**config.mk**
```make
export PLATFORM = sky130hd
export DESIGN_NAME = pump_fill_controller
export DESIGN_NICKNAME = d
export VERILOG_FILES = /design/src/rtl/fuel_pump_pkg.sv /design/src/rtl/btn_debounce.sv /design/src/rtl/pump_fill_controller.sv
export SDC_FILE = /design/constraint.sdc
export NUM_CORES = 1
export LEC_CHECK = 0
export CORE_MARGIN = 1.5
export CORE_UTILIZATION = 25
export CTS_CLUSTER_DIAMETER = 200
export CTS_CLUSTER_SIZE = 28
export DETAILED_ROUTE_END_ITERATION = 8
export GPL_TIMING_DRIVEN = 0
export PLACE_DENSITY = 0.46
export SYNTH_ARGS = -nofsm -noshare
export SYNTH_HDL_FRONTEND = slang
export SYNTH_SLANG_ARGS = --single-unit
```
**constraint.sdc**
```tcl
create_clock -name clk -period 4.37 [get_ports clk]
set_input_delay 1.311 -clock clk [delete_from_list [all_inputs] [get_ports clk]]
set_output_delay 1.311 -clock clk [all_outputs]
set_load 0.05 [all_outputs]
```
**src/rtl/fuel_pump_pkg.sv**
```systemverilog
// Shared constants and state encodings for the fuel-pump blocks
// (fill controller, display and price stages).
package fuel_pump_pkg;

  localparam int VOL_W           = 16;
  localparam int CLK_HZ_DEF      = 1_000_000;
  localparam int DEBOUNCE_DEF    = 20_000;
  localparam int STALL_LIMIT_DEF = 2_000_000;

  typedef enum logic [2:0] {
    ST_IDLE    = 3'd0,
    ST_CLEAR   = 3'd1,
    ST_PUMPING = 3'd2,
    ST_PAUSED  = 3'd3,
    ST_DONE    = 3'd4,
    ST_FAULT   = 3'd5
  } fill_state_e;

  // Volume still to pump; clamps at zero once the target is met or overshot.
  function automatic logic [VOL_W-1:0] sat_sub(input logic [VOL_W-1:0] a,
                                               input logic [VOL_W-1:0] b);
    return (b >= a) ? '0 : a - b;
  endfunction

endpackage

```
**src/rtl/btn_debounce.sv**
```systemverilog
// Push-button conditioner: 2-FF synchronizer, stability counter and a
// one-cycle pulse when a press (rising level) is accepted.
module btn_debounce #(
  parameter int DEBOUNCE_CYCLES = 20_000
) (
  input  logic clk,
  input  logic rst_n,
  input  logic i_btn,
  output logic o_pulse
);

  localparam int CW = $clog2(DEBOUNCE_CYCLES + 1);
  localparam logic [CW-1:0] LAST = CW'(DEBOUNCE_CYCLES - 1);

  logic [1:0]    r_sync;
  logic          r_stable;
  logic [CW-1:0] r_cnt;
  logic          r_pulse;
  logic          w_accept;

  // The synced level must differ from the accepted level for the full window.
  assign w_accept = (r_sync[1] != r_stable) && (r_cnt == LAST);

  // Synchronize, time the stable interval and emit the press pulse.
  always_ff @(posedge clk or negedge rst_n) begin
    if (!rst_n) begin
      r_sync   <= '0;
      r_stable <= 1'b0;
      r_cnt    <= '0;
      r_pulse  <= 1'b0;
    end else begin
      r_sync  <= {r_sync[0], i_btn};
      r_pulse <= w_accept && r_sync[1];
      if (r_sync[1] == r_stable || w_accept) r_cnt <= '0;
      else                                   r_cnt <= r_cnt + 1'b1;
      if (w_accept) r_stable <= r_sync[1];
    end
  end

  assign o_pulse = r_pulse;

endmodule

```
**src/rtl/pump_fill_controller.sv**
```systemverilog
// Metered fill controller: clears the volume calculator, runs the pump relay
// until the latched target is reached, with pause/resume and dry-tank /
// stalled-flow faults.
module pump_fill_controller
  import fuel_pump_pkg::*;
#(
  parameter int DEBOUNCE_CYCLES = DEBOUNCE_DEF,
  parameter int STALL_LIMIT     = STALL_LIMIT_DEF
) (
  input  logic             clk,
  input  logic             rst_n,
  input  logic             start_btn,
  input  logic             stop_btn,
  input  logic             tank_empty,
  input  logic [VOL_W-1:0] target_volume,
  input  logic [VOL_W-1:0] pumped_volume,
  output logic             relay_auto,
  output logic             clear_volume,
  output logic [VOL_W-1:0] remaining_volume,
  output logic [2:0]       state_o,
  output logic             done_led,
  output logic             fault_led
);

  localparam int SW = $clog2(STALL_LIMIT + 1);
  localparam logic [SW-1:0] STALL_LAST = SW'(STALL_LIMIT - 1);

  fill_state_e      r_state, w_next;
  logic             w_start, w_stop, w_tank, w_stall, w_latch;
  logic [1:0]       r_tank_sync;
  logic             r_settle;
  logic [VOL_W-1:0] r_target, w_target_nxt, r_prev_vol, r_remaining;
  logic [SW-1:0]    r_stall_cnt;
  logic             r_relay, r_clear, r_done, r_fault;

  btn_debounce #(.DEBOUNCE_CYCLES(DEBOUNCE_CYCLES)) u_start_db (
    .clk(clk), .rst_n(rst_n), .i_btn(start_btn), .o_pulse(w_start));
  btn_debounce #(.DEBOUNCE_CYCLES(DEBOUNCE_CYCLES)) u_stop_db (
    .clk(clk), .rst_n(rst_n), .i_btn(stop_btn), .o_pulse(w_stop));

  assign w_tank       = r_tank_sync[1];
  assign w_stall      = (r_stall_cnt >= STALL_LAST);
  assign w_target_nxt = w_latch ? target_volume : r_target;

  // Next state; stop beats faults, faults beat start, start beats completion.
  always_comb begin
    w_next  = r_state;
    w_latch = 1'b0;
    case (r_state)
      ST_IDLE, ST_DONE: begin
        if (w_stop) w_next = ST_IDLE;
        else if (w_start) begin
          w_latch = 1'b1;
          if (target_volume == '0) w_next = ST_DONE;
          else if (w_tank)         w_next = ST_FAULT;
          else                     w_next = ST_CLEAR;
        end
      end
      ST_CLEAR: begin
        if (w_stop)        w_next = ST_IDLE;
        else if (w_tank)   w_next = ST_FAULT;
        else if (r_settle) w_next = ST_PUMPING;
      end
      ST_PUMPING: begin
        if (w_stop)                       w_next = ST_PAUSED;
        else if (w_tank || w_stall)       w_next = ST_FAULT;
        else if (pumped_volume >= r_target) w_next = ST_DONE;
      end
      ST_PAUSED: begin
        // Dry tank only matters once the operator tries to resume.
        if (w_stop)       w_next = ST_IDLE;
        else if (w_start) w_next = w_tank ? ST_FAULT : ST_PUMPING;
      end
      ST_FAULT: if (w_stop) w_next = ST_IDLE;
      default:  w_next = ST_IDLE;
    endcase
  end

  // State, target latch, stall timer and registered outputs; outputs follow
  // the next state so the relay drops in the same cycle DONE/FAULT appears.
  always_ff @(posedge clk or negedge rst_n) begin
    if (!rst_n) begin
      r_state     <= ST_IDLE;
      r_tank_sync <= '0;
      r_settle    <= 1'b0;
      r_target    <= '0;
      r_prev_vol  <= '0;
      r_stall_cnt <= '0;
      r_remaining <= '0;
      r_relay     <= 1'b0;
      r_clear     <= 1'b0;
      r_done      <= 1'b0;
      r_fault     <= 1'b0;
    end else begin
      r_state     <= w_next;
      r_tank_sync <= {r_tank_sync[0], tank_empty};
      r_settle    <= (r_state == ST_CLEAR) && (w_next == ST_CLEAR);
      r_target    <= w_target_nxt;
      r_prev_vol  <= pumped_volume;
      if (r_state != ST_PUMPING || pumped_volume != r_prev_vol) r_stall_cnt <= '0;
      else if (!w_stall)                                        r_stall_cnt <= r_stall_cnt + 1'b1;
      r_remaining <= (w_next == ST_IDLE) ? '0 : sat_sub(w_target_nxt, pumped_volume);
      r_relay     <= (w_next == ST_PUMPING);
      r_clear     <= (w_next == ST_CLEAR) && (r_state != ST_CLEAR);
      r_done      <= (w_next == ST_DONE);
      r_fault     <= (w_next == ST_FAULT);
    end
  end

  assign relay_auto       = r_relay;
  assign clear_volume     = r_clear;
  assign remaining_volume = r_remaining;
  assign state_o          = r_state;
  assign done_led         = r_done;
  assign fault_led        = r_fault;

endmodule
```
; ---- After elaboration in Yosys (flattened, before gate mapping)
; Index checks and enable logic that the tools add are counted.
; Widths: inputs -> output; s select.
[totals]
regBits = 117
latchBits = 0
mem_bits_rw = 0
rom_bits = 0
input_bits = 37
wordCells = 84
memories = 0
[classes]
add_sub_neg = 4
n_mul = 0
n_div = 0
n_lt_le_gt_ge = 3
n_eq_ne = 19
shifts = 0
mux = 25
bitwise = 0
n_reduce_logical = 14
[op_table]
columns = cell, n
row1 = $mux 16, 3
row2 = $mux 21, 2
row3 = $mux 3, 14
row4 = $ge 16x16->1, 2
row5 = $add 15x1->15 const B, 2
row6 = $eq 15x15->1 const B, 2
row7 = $mux 15, 2
row8 = $add 21x1->21 const B, 1
row9 = $ge 21x21->1 const B, 1
row10 = $logic_not 16->1, 1
row11 = $ne 16x16->1, 1
row12 = $sub 16x16->16, 1
row13 = $pmux 3 s5, 1
row14 = $eq 3x3->1 const B, 4
row15 = $eq 3x2->1 const B, 3
row16 = $eq 3x1->1 const B, 2
row17 = $logic_and 1x1->1, 6
row18 = $logic_not 3->1, 2
row19 = $logic_or 1x1->1, 4
row20 = $mux 1, 3
row21 = $ne 3x1->1 const B, 1
row22 = $ne 3x2->1 const B, 1
row23 = $eq 1x1->1, 2
row24 = $ne 1x1->1, 2
row25 = 2 further kinds, 2

; ---- Logic depth before layout (Yosys ltp)
[logic_depth]
word_depth = 7
mapped_depth = 15
ltp_nobuf = 13

; ---- By module
; A second synthesis with hierarchy kept.
[hier_totals]
hier_cells = 617
area_unflattened_um2 = 6206.0
[by_module_without_submodules]
columns = mod, n_inst, cells_each, area_per_inst_um2
row1 = pump_fill_controller, 1, 457, 4494.3
row2 = btn_debounce, 2, 80, 855.8

; ---- Worst setup path before layout
; Ideal clock, no wire load.
[synth_timing]
path_kind = register to register
start = reg r_state[0] (netlist: state_o[0])
end = reg r_remaining[4] (netlist: remaining_volume[4])
arrival_ns = 3.493
slack_ns = 0.759
path_stages_with_launch = 15
path_buffers = 3
period_less_slack_ns = 3.611
path_cell_list = dfrtp_1 > nor3_1 > and2_1 > clkbuf_1 > clkbuf_1 > nand2_1 > o21ai_0 > ha_1 > a21o_1 > a311o_1 > o21bai_1 > a31oi_1 > o41ai_4 > buf_6 > nor2_1
[synth_between]
elab_chain_cells = 7
elab_cells_between_ends = 26
classes_between = add/sub: 1 / order compare: 1 / eq/ne: 5 / mux: 16 / reduce/logical: 3
[synth_rtl]
columns = element, line_no
row1 = start: declaration, pump_fill_controller.sv:28  ; fill_state_e r_state, w_next;
row2 = start signal: assignment, pump_fill_controller.sv:95  ; r_state <= w_next;
row3 = $eq 3x3->1 / $logic_not 3->1 (equally long branches), pump_fill_controller.sv:49  ; case (r_state)
row4 = $reduce_or 2->1 *, pump_fill_controller.sv:49
row5 = $mux 1 *, pump_fill_controller.sv:49
row6 = $mux 16 *, pump_fill_controller.sv:43  ; assign w_target_nxt = w_latch ? target_volume : r_target;
row7 = via w_target_nxt[5], pump_fill_controller.sv:32  ; logic [VOL_W-1:0] r_target, w_target_nxt, r_prev_vol, r_remaining;
row8 = $ge 16x16->1 *, fuel_pump_pkg.sv:22  ; return (b >= a) ? '0 : a - b;
row9 = $mux 16 *, fuel_pump_pkg.sv:22
row10 = $mux 16 *, pump_fill_controller.sv:102  ; r_remaining <= (w_next == ST_IDLE) ? '0 : sat_sub(w_target_nxt, pumped_volume);
row11 = end signal: assignment, pump_fill_controller.sv:102
row12 = end: declaration, pump_fill_controller.sv:32
; Mark *: on every way through the listed nets, which the timed path passes. The rest lies on a longest branch.
; A chain may end at the register's enable or synchronous reset.

; ---- Final worst setup path
[layout_timing]
start = reg r_state[0] (netlist: state_o[0])
end = reg r_remaining[15] (netlist: remaining_volume[15])
[layout_between]
elab_chain_cells = 7
elab_cells_between_ends = 26
classes_between = add/sub: 1 / order compare: 1 / eq/ne: 5 / mux: 16 / reduce/logical: 3
[layout_rtl]
columns = element, line_no
row1 = $eq 3x3->1 / $logic_not 3->1 (equally long branches), pump_fill_controller.sv:49
row2 = $reduce_or 2->1 *, pump_fill_controller.sv:49
row3 = $mux 1 *, pump_fill_controller.sv:49
row4 = $mux 16 *, pump_fill_controller.sv:43
row5 = via w_target_nxt[5], pump_fill_controller.sv:32
row6 = $sub 16x16->16 / $ge 16x16->1 (equally long branches), fuel_pump_pkg.sv:22
row7 = $mux 16 *, fuel_pump_pkg.sv:22
row8 = $mux 16 *, pump_fill_controller.sv:102
; Marks and branches as above.

==> flow_metrics.py <==
metrics = {
    "layout": {
        "drive_above_1_share_pct": 7.08,
        "fin_util_pct": 32.6,
        "fill_cells": 2427,
        "syn2layout_area_growth_pct": 27.4,
        "diodes": 0,
        "final_nets": 766,
    },
    "logic_synthesis": {
        "synth_area_leaders": "dfrtp_1 (49%), ha_1 (7.3%), xnor2_1 (4.8%)",
        "synth_common_cells": "dfrtp_1 (117), nor2_1 (70), inv_1 (48)",
        "synth-edff-count": 0,
        "yosysWarnings": 0,
        "synth_area_mm2": 0.00604,
        "avgSynthCellArea_um2": 9.85,
        "yosysMostFrequentCell": "dfrtp_1",
        "synth_nets": 686,
        "syn_inst": 613,
        "synthDistinctLibCells": 52,
        "ys_seq_area_share_pct": 48.5,
        "synth-seq-cells": 117,
        "synth.top_cell.area_share_pct": 48.5,
        "yosysTopAreaCell": "dfrtp_1",
        "ys.flop_type": "dfrtp_1",
        "synthArstFlopShare_pct": 100,
    },
    "placed_design": {
        "hpwlAfterDp_um": 11000,
        "finalWeightedCongestion": 0.843,
        "port_buffers": 59,
    },
    "global_routing": {
        "grt_pass1_wl_um": 24100,
        "overflow": 0,
        "busiest_layer": "met2",
        "grt_max_degree": 61,
        "grt_util_met2_pct": 19.9,
        "grt_util_met1_pct": 16.7,
        "track_usage_pct": 12.7,
        "grt_pass1_vias": 4583,
        "grt_util_met3_pct": 2.48,
        "antenna_found_initial": 0,
    },
    "setup_path": {
        "end_kind": "flop",
        "path_cells": "nor3_1 > and2_1 > clkbuf_1 > clkbuf_2 > nand2_1 > o21ai_0 > ha_1 > a21o_1 > a311o_1 > o21bai_1 > a31oi_2 > o41ai_4 > buf_6 > nor2_1",
        "reg2regPathDepth": 14,
        "reg2reg_from": "state_o[0]",
        "reg2reg_slack_ns": 0.37,
        "critical_path_class": "reg2reg",
        "critPathSlowestCell": "o41ai_4",
        "critPathLaunchType": "flop",
        "path_max_fanout": 10,
        "slowest_delay_ns": 0.46,
        "crit_end": "remaining_volume[15]",
        "crit_arrival_ns": 4.30,
        "critPathLaunch": "state_o[0]",
        "worstPathRequired_ns": 4.67,
        "r2r_end": "remaining_volume[15]",
    },
    "outcome": {
        "status": "finished clean",
    },
    "clocking": {
        "root_buffer": "clkbuf_16",
        "cts_tree": "yes",
        "clock-sinks": 117,
        "cts_buffer_depth": 2,
        "clk_pin_slew_ns": 0.06,
        "cts_made_buffers": 17,
        "clk-insertion-delay-late_ns": 0.42,
        "h-tree-depth": 4,
    },
    "pwr": {
        "power_density_mw_per_mm2": 356,
        "internal-power_mw": 2.12,
        "p_leak_nw": 3.32,
        "p_sw_share_pct": 22.7,
        "p_clk_share_pct": 53.0,
        "p_switching_uw": 621,
        "p_comb_share_pct": 6.6,
        "vdd_ir_drop_max_uv": 224,
        "power_frac_seq_pct": 40.4,
    },
    "sta": {
        "finClkSkew_ns": 0.00939,
        "rsz0062_at_grt": "false",
        "setup-violations-final": 0,
        "fin_tns_setup_ns": 0,
        "worstMarginPinSlew_ns": 0.576,
        "slew_headroom_pct": 61.6,
        "hold_viol_final": 0,
        "drv_slew": 0,
        "fmax_mhz": 250,
        "fin_crit_ns": 4.00,
        "finalCritPeriodShare_pct": 91.6,
    },
    "floorplanning": {
        "io_pins": 60,
        "die_area_mm2": 0.0251,
        "core_area_mm2": 0.0236,
        "start_util_pct": 25.6,
        "core.rowCount": 56,
        "die_y_um": 158,
        "die_x_um": 158,
    },
    "route": {
        "vias": 4486,
        "drcViolationCount": 0,
        "vias_per_cell": 4.38,
        "dr.first_iter.drc_count": 221,
        "firstDrtPassIters": 4,
        "wl_per_cell_um": 14.3,
        "wirelength_um": 14700,
        "antenna_left": 0,
    },
    "min_path": {
        "hold_path.class": "reg2reg",
    },
    "run": {
        "cap_violations": 0,
    },
}
critical path: cells and delay by family (launching register included):
kind,cells,cell delay (ns)
compound gates,6,1.66
buf+inv,3,0.77
simple gates,4,0.63
flops,1,0.45
fa+ha+maj,1,0.38
flip-flops by register name, indices dropped and copies added (netlist names):
signal and count:
r_target 16, u_stop_db.r_cnt 15, r_settle 1, u_start_db.r_cnt 15
relay_auto 1, r_prev_vol 16, remaining_volume 16, done_led 1
clear_volume 1, u_stop_db.r_stable 1, r_tank_sync 2, u_stop_db.o_pulse 1
u_start_db.r_stable 1, u_stop_db.r_sync 2, state_o 3, r_stall_cnt 21
u_start_db.r_sync 2, fault_led 1, u_start_db.o_pulse 1
how the worst min path moves through the flow:
stage                             start             endpoint  slack [ns]  depth (start not counted)
floorplan                r_tank_sync[0]       r_tank_sync[1]        0.33                          0
global placement    u_stop_db.r_sync[0]  u_stop_db.r_sync[1]        0.33                          0
detailed placement  u_stop_db.r_sync[0]  u_stop_db.r_sync[1]        0.34                          0
CTS                 u_stop_db.r_sync[0]  u_stop_db.r_sync[1]        0.35                          0
global route        u_stop_db.r_sync[0]  u_stop_db.r_sync[1]        0.35                          0
finish              u_stop_db.r_sync[0]  u_stop_db.r_sync[1]        0.35                          0
cell type report:
cell class                 count  area (µm²)  share of cell area (%)
sequential                   117        2930                    38.1
multi-input combinational    439        2890                    37.6
timing repair buffer          61         627                    8.15
clock buffer                  21         470                    6.12
tap                          319         399                    5.19
inverter                      48         180                    2.34
clock inverter                11         150                    1.95
buffer                         9        45.0                   0.586
per-stage QoR:
step | power [mW] | std cells | hold WS, ns | setup slack, ns | area (µm²)
3_5_place_dp | 1.31 | 992 | 0.337 | -0.0471 | 7050
6_report | 2.74 | 1025 | 0.346 | 0.367 | 7690
5_1_grt | 2.86 | 1025 | 0.350 | 0.0973 | 7690
4_1_cts | 2.79 | 1024 | 0.349 | 0.134 | 7670
2_1_floorplan | 1.21 | 613 | 0.331 | 0.759 | 6040
3_3_place_gp | 1.31 | 991 | 0.333 | -2.91 | 7030
repair_timing:
item / CTS / global route
gates resized for setup: 0 / 6
endpoints found under the setup margin: 0 / 15
buffers inserted: 0 / 1
hold buffers: 0 / 0
logic make-up (layout without fill, tap and decap cells):
family	count (synthesis)	after routing	share of synthesized area [%]
muxes	3	3	0.518
AOI/OAI and AO/OA	97	97	10.4
buffers and inverters	57	150	3.67
and+or+nand+nor	239	239	20.0
xor gates and xnor gates	64	64	9.29
DFF	117	117	48.5
adders and majority gates	36	36	7.59
metal layers:
layer  up-vias  part of all wire [%]  wire, µm
met4         0                   2.5       360
met1      2117                    49      7220
met2        63                    46      6720
met3        25                   2.4       356
li1       2281                     -         -
met5         -                     0         0
placed cells by master (no fill, tap or decap), types with 8 or more instances in the layout:
cell type and count:
a21o_1 11, a21oi_1 27, and3_1 10, clkbuf_16 17, clkdlybuf4s50_1 58, dfrtp_1 117, ha_1 35, inv_1 48
nand2_1 44, nand3_1 20, nand4_1 25, nor2_1 70, nor3_1 20, nor4_1 8, o21ai_0 30, xnor2_1 33
xor2_1 31
power by group through the flow:
stage	Sequential [mW]	Combinational, mW	Clock [mW]
floorplan	1.13	0.0866	0
global route	1.11	0.204	1.55
detailed placement	1.13	0.183	0
CTS	1.11	0.184	1.49
global placement	1.13	0.181	0
finish	1.11	0.180	1.45
Power figures use the tool's default switching activity.
